[src/rtl/dot_operand_loader_pkg.sv]
// Shared widths, lane count and bank-state encoding for the dot-product operand loader.
package dot_operand_loader_pkg;

  localparam int WGT_W   = 19;
  localparam int PIX_W   = 10;
  localparam int N_LANES = 10;
  localparam int CNT_W   = 4;

  localparam logic [CNT_W-1:0] CNT_MAX  = CNT_W'(N_LANES);
  localparam logic [CNT_W-1:0] CNT_LAST = CNT_W'(N_LANES - 1);

  typedef enum logic [1:0] {
    EMPTY = 2'd0,
    FILL  = 2'd1,
    FULL  = 2'd2
  } bank_state_t;

endpackage

[src/rtl/dot_operand_loader_bank.sv]
// One operand bank: ten weight and ten pixel lanes, per-class fill counts and the
// EMPTY/FILL/FULL state. The bank becomes FULL one edge after its last lane is written.
module operand_bank
  import dot_operand_loader_pkg::*;
(
  input  logic                       clk,
  input  logic                       rst_n,
  input  logic                       wr_en,
  input  logic                       wr_is_wgt,
  input  logic [WGT_W-1:0]           wr_data,
  input  logic                       clr,
  output logic [N_LANES*WGT_W-1:0]   wgt_flat,
  output logic [N_LANES*PIX_W-1:0]   pix_flat,
  output bank_state_t                state,
  output logic                       wr_drop,
  output logic                       wr_done
);

  logic [WGT_W-1:0] wgt_q [N_LANES];
  logic [PIX_W-1:0] pix_q [N_LANES];
  logic [CNT_W-1:0] wcnt_q;
  logic [CNT_W-1:0] pcnt_q;
  logic [CNT_W-1:0] cls_cnt;
  logic             wr_ok;
  bank_state_t      state_q;
  bank_state_t      state_d;

  assign cls_cnt = wr_is_wgt ? wcnt_q : pcnt_q;
  assign wr_drop = wr_en && (cls_cnt == CNT_MAX);
  assign wr_ok   = wr_en && !wr_drop;
  // Completion: this write fills the last free lane while the other class is already full.
  assign wr_done = wr_ok && (wr_is_wgt ? (wcnt_q == CNT_LAST && pcnt_q == CNT_MAX)
                                       : (pcnt_q == CNT_LAST && wcnt_q == CNT_MAX));
  assign state   = state_q;

  always_comb begin
    state_d = state_q;
    if (clr)
      state_d = EMPTY;
    else if (wr_ok)
      state_d = FILL;
    else if (state_q == FILL && wcnt_q == CNT_MAX && pcnt_q == CNT_MAX)
      state_d = FULL;
  end

  always_ff @(posedge clk or negedge rst_n) begin
    if (!rst_n) begin
      state_q <= EMPTY;
      wcnt_q  <= '0;
      pcnt_q  <= '0;
      for (int k = 0; k < N_LANES; k++) begin
        wgt_q[k] <= '0;
        pix_q[k] <= '0;
      end
    end else begin
      state_q <= state_d;
      if (clr) begin
        wcnt_q <= '0;
        pcnt_q <= '0;
      end else if (wr_ok) begin
        if (wr_is_wgt) wcnt_q <= wcnt_q + 1'b1;
        else           pcnt_q <= pcnt_q + 1'b1;
        for (int k = 0; k < N_LANES; k++) begin
          if (cls_cnt == CNT_W'(k)) begin
            if (wr_is_wgt) wgt_q[k] <= wr_data;
            else           pix_q[k] <= wr_data[PIX_W-1:0];
          end
        end
      end
    end
  end

  for (genvar k = 0; k < N_LANES; k++) begin : g_flat
    assign wgt_flat[k*WGT_W +: WGT_W] = wgt_q[k];
    assign pix_flat[k*PIX_W +: PIX_W] = pix_q[k];
  end

endmodule

[src/rtl/dot_operand_loader.sv]
// Double-buffered operand loader: one bank fills from the word stream while the other
// is presented to the dot-product engine; pointers and handshakes live here.
module dot_operand_loader
  import dot_operand_loader_pkg::*;
(
  input  logic                      clk,
  input  logic                      GlobalReset,
  input  logic                      in_valid,
  output logic                      in_ready,
  input  logic                      in_is_wgt,
  input  logic [WGT_W-1:0]          in_data,
  output logic [N_LANES*WGT_W-1:0]  wgt_bus,
  output logic [N_LANES*PIX_W-1:0]  pix_bus,
  output logic                      op_valid,
  input  logic                      op_ready,
  output logic                      err_drop
);

  logic                     fill_ptr;
  logic                     pres_ptr;
  logic                     xfer;
  logic                     consume;
  logic [1:0]               wr_en_b;
  logic [1:0]               clr_b;
  logic [1:0]               drop_b;
  logic [1:0]               done_b;
  bank_state_t              state_b [2];
  logic [N_LANES*WGT_W-1:0] wgt_b   [2];
  logic [N_LANES*PIX_W-1:0] pix_b   [2];

  // Ready is forced low while reset is held; banks are EMPTY then, so release yields ready at once.
  assign in_ready = GlobalReset && (state_b[fill_ptr] != FULL);
  assign op_valid = (state_b[pres_ptr] == FULL);
  assign xfer     = in_valid && in_ready;
  assign consume  = op_valid && op_ready;

  assign wr_en_b  = {xfer && fill_ptr, xfer && !fill_ptr};
  assign clr_b    = {consume && pres_ptr, consume && !pres_ptr};

  assign wgt_bus  = pres_ptr ? wgt_b[1] : wgt_b[0];
  assign pix_bus  = pres_ptr ? pix_b[1] : pix_b[0];

  for (genvar b = 0; b < 2; b++) begin : g_bank
    operand_bank u_bank (
      .clk       (clk),
      .rst_n     (GlobalReset),
      .wr_en     (wr_en_b[b]),
      .wr_is_wgt (in_is_wgt),
      .wr_data   (in_data),
      .clr       (clr_b[b]),
      .wgt_flat  (wgt_b[b]),
      .pix_flat  (pix_b[b]),
      .state     (state_b[b]),
      .wr_drop   (drop_b[b]),
      .wr_done   (done_b[b])
    );
  end

  // fill_ptr moves on the completing edge so a streaming word never hits the finished bank.
  always_ff @(posedge clk or negedge GlobalReset) begin
    if (!GlobalReset) begin
      fill_ptr <= 1'b0;
      pres_ptr <= 1'b0;
      err_drop <= 1'b0;
    end else begin
      fill_ptr <= fill_ptr ^ (|done_b);
      pres_ptr <= pres_ptr ^ consume;
      err_drop <= |drop_b;
    end
  end

endmodule

[config.mk]
export PLATFORM = sky130hd
export DESIGN_NAME = dot_operand_loader
export DESIGN_NICKNAME = d
export VERILOG_FILES = /design/src/rtl/dot_operand_loader_pkg.sv /design/src/rtl/dot_operand_loader_bank.sv /design/src/rtl/dot_operand_loader.sv
export SDC_FILE = /design/constraint.sdc
export NUM_CORES = 1
export LEC_CHECK = 0
export ABC_AREA = 1
export BUFFER_PORTS_ARGS = -buffer_cell sky130_fd_sc_hd__buf_2
export CELL_PAD_IN_SITES_DETAIL_PLACEMENT = 1
export CELL_PAD_IN_SITES_GLOBAL_PLACEMENT = 1
export CORE_MARGIN = 3
export CORE_UTILIZATION = 43
export CTS_CLUSTER_SIZE = 14
export DETAILED_ROUTE_END_ITERATION = 6
export GPL_ROUTABILITY_DRIVEN = 0
export GPL_TIMING_DRIVEN = 0
export PLACE_DENSITY_LB_ADDON = 0.2
export SETUP_SLACK_MARGIN = 0.15
export SLEW_MARGIN = 40
export SYNTH_ARGS = -nofsm -noshare
export SYNTH_HDL_FRONTEND = slang
export SYNTH_SLANG_ARGS = --single-unit
[constraint.sdc]
create_clock -name clk -period 2.6 [get_ports clk]
set_input_delay 0.52 -clock clk [delete_from_list [all_inputs] [get_ports clk]]
set_output_delay 0.52 -clock clk [all_outputs]
set_load 0.02 [all_outputs]
==> results.md <==
* WL/cell at 22.85 microns
* Area delta synth->final at 24.65%
* Max rail drop VDD at 0.5041 mV
* Warnings from Yosys at 0
* Static leakage at 19.23 nW
* Sequential-to-total area share from yosys stat at 0.5476
* Inserted Clock Buffers at 69
* Crit-path most repeated cell: nand2_1
* TritonRoute pass-1 iters at 5
* CTS clock-pin slew for the worst setup and hold paths at 0.06 ns
* # clock sinks at 603
* HPWL Detailed at 74500 microns
* TritonCTS clock tree: yes
* Net Count, Synth at 3568
* Worst slack at placement at -0.6863 ns
* Vias in the first global route at 27600
* Worst path slowest cell: dfrtp_2
* Pin count of the biggest net entering global routing at 102
* Maximum operating frequency at 0.3957 GHz
* Tot Pwr at 33.03 mW
* Share of cells above drive strength 1 at 0.1913
* CP endpoint: wgt_bus[60]
* CP peak stage delay at 0.49 ns
* Setup TNS at 0 ns
* Worst-skew pair later-pin latency at 0.61 ns
* Final setup viols at 0
* Post-route insts no fill at 4835
* Final Net Count at 3975
* Worst hold path class: primary input to register
* Cell Area, Placed at 30360 sq um
* Syn Area/Cell at 7.806 sq um
* Final instance area at 34350 sq um
* Worst slew margin at 0.4343
* Root Buffer: clkbuf_16
* Io pins at 317
* Setup slack, reg-to-reg at 0.09 ns
* Min Tclk post-route at 2.527 ns
* Crit. Startpoint: pres_ptr$_DFF_PN0_
* Final WL at 110500 microns
* Num rows at 92
* Clk buf depth at 3
* Global-route usage over all layers at 0.3245
* Final core utilization at 0.5435
* Status: finished, final reports clean
* Die width at 259.1 microns
* Dpl cells at 4687
* WHS at 0.2229 ns
* CORE AREA at 63200 sq um
* R2R depth at 14
* H-tree depth at 3
* Slew Limit Fails at 0
* DR vias/cell at 5.452
* FF-to-FF Start: pres_ptr$_DFF_PN0_
* Worst-path fanout max at 10
* Final Hold Viols at 0
* Startpoint type of the worst setup path: register
* Seq cells post-synth at 603
* Die Y at 259.1 microns
* Mapped Cells at 3530
* Max-cap violations at 0
* Post-Syn Area at 27560 sq um
* Remaining global-route overflow at 0
* Initial antenna violation count at 2
* Kind of critical path: register to primary output
* DRT iter0 DRCs at 2353
* FF-to-FF End: g_bank[1].u_bank.wgt_flat[146]$_DFFE_PN0P_
* Crit-path cells: inv_4, clkbuf_16, clkbuf_8, nand2_1, nand2_1, buf_4
* Final period utilization at 0.9720
* Hold path depth at 3
* Post-route ant nets at 0
* Required @ worst endpoint at 2.08 ns
* Least-Margin Pin Slew at 0.8485 ns
* CP arrival at 2.01 ns
* Initial Util at 0.4360
* RSZ-0062 raised after global routing: yes
* # port buffers at 305
* Vias at 26360
* Fin Clk Skew at 0.02406 ns
* First-pass GRT wire length at 166000 microns
* Pwr dens at 961.6 nW/um^2
* Final WS setup at 0.07284 ns
* Worst setup EP type: primary output
* Die Area at 67160 sq um
* Post-synthesis cell type count at 34
* DRC violations left at 0
-- per-layer routing --
metal	wire length (microns)	global-route usage	vias up	part of all wire
li1	-	-	11910	-
met1	45920	0.4282	13280	0.42
met2	52880	0.5390	932	0.48
met3	7261	0.05131	237	0.066
met4	4419	0.1254	2	0.040
met5	7	0	-	0.000063
-- cells in the final DEF (no fill, tap or decap), types with 2 or more instances in the layout --
master	n
nand2_1	1837
dfrtp_1	602
nand3_1	378
buf_2	244
o21ai_0	236
buf_4	142
clkbuf_16	81
clkbuf_1	61
inv_1	55
clkbuf_8	45
nand2_2	45
clkbuf_2	43
clkbuf_4	26
buf_6	26
nor2_1	20
nor2_2	16
buf_8	12
ha_1	12
nand2_4	11
clkinv_2	9
nor2_4	7
nand4_2	7
buf_12	7
buf_16	7
nand4_4	6
a21oi_1	6
nand3_2	5
nand4_1	5
bufinv_16	5
inv_2	4
xnor2_1	3
xor2_1	3
nand2_8	3
inv_4	2
o21ai_2	2
nor3b_1	2
-- worst max-delay path: cells and delay by family, from the launching register on --
family	cells	cell delay, ns
and+or+nand+nor	2	0.20
DFF	1	0.49
buffers and inverters	4	0.70
-- cell families after synthesis --
logic type / Yosys count / share of synthesized area
AO/OA/AOI/OAI: 249 / 0.04586
XOR/XNOR: 6 / 0.001907
adder cells (fa/ha/maj): 14 / 0.006357
flip-flops: 603 / 0.5476
buffers and inverters: 315 / 0.05136
AND/OR/NAND/NOR: 2343 / 0.3469
-- synthesized netlist by cell type --
cell      number  area, sq um
inv_2          3        11.26
o21ai_2        2        17.52
nand2_4        4        45.04
inv_1         58        217.7
dfrtp_1      603        15090
o21a_1         1        7.510
nand3_4        1        17.52
nand4_2       10        125.1
xor2_1         3        26.28
o21a_2         1        8.760
nand2_2       13        81.33
nand4_1        5        31.28
o22ai_1        1        6.260
nand2_1     1879         7053
nor2_4         2        22.52
nor2_1        29        108.9
o21ai_0      236         1181
buf_4         23        172.7
clkbuf_1     142        533.0
nand3_1      382         1912
nand4_4        2        42.54
a21boi_0       1        7.510
buf_2         67        335.3
xnor2_1        3        26.28
clkbuf_2       2        10.01
nor2_2        12        75.07
nand3_2        1        10.01
o21ai_1        1        5.000
nor3b_1        2        15.01
a21oi_1        6        30.03
buf_6          8        90.09
ha_1          14        175.2
buf_1         12        45.04
nor2_8         1        20.02
-- registers in the layout, indices dropped and copies added (netlist names) --
signal and cells:
g_bank.u_bank.state 4, g_bank.u_bank.pix_flat 200, fill_ptr 1, g_bank.u_bank.wcnt_q 8
g_bank.u_bank.wgt_flat 380, err_drop 1, g_bank.u_bank.pcnt_q 8, pres_ptr 1
-- timing repair --
item,CTS,global route
resized for setup,313,181
hold endpoints to repair,66,0
pin swaps,5,8
hold buffers,2,0
endpoints found under the setup margin,887,812
gates cloned,1,6
setup buffers,9,7
-- report_power, final --
| group | switching (mW) | internal [mW] | leakage (nW) | total, mW |
|---|---|---|---|---|
| Clock | 4.04 | 6.02 | 1.14 | 10.1 |
| Combinational | 6.48 | 3.11 | 9.94 | 9.59 |
| Sequential | 1.51 | 11.9 | 8.15 | 13.4 |
-- worst min-delay path by stage --
stage	start	endpoint
finish	in_data[13]	g_bank[0].u_bank.wgt_flat[13]$_DFFE_PN0P_
global route	in_data[11]	g_bank[0].u_bank.wgt_flat[11]$_DFFE_PN0P_
CTS	in_data[13]	g_bank[0].u_bank.wgt_flat[13]$_DFFE_PN0P_
detailed placement	GlobalReset	g_bank[0].u_bank.pix_flat[84]$_DFFE_PN0P_
global placement	g_bank[0].u_bank.wgt_flat[14]$_DFFE_PN0P_	g_bank[0].u_bank.wgt_flat[14]$_DFFE_PN0P_
floorplan	GlobalReset	err_drop$_DFF_PN0_
-- cell type report --
cell class / count / area, sq um
Sequential cell: 603 / 15090
Inverter: 61 / 234.0
Tap cell: 846 / 1059
Buffer: 254 / 2022
Clock inverter: 15 / 203.9
Timing Repair Buffer: 335 / 2278
Antenna cell: 1 / 2.502
Clock buffer: 107 / 2092
Multi-Input combinational cell: 2613 / 11370
Fill cell: 7729 / 28850
(Power assumes the default switching activity.)
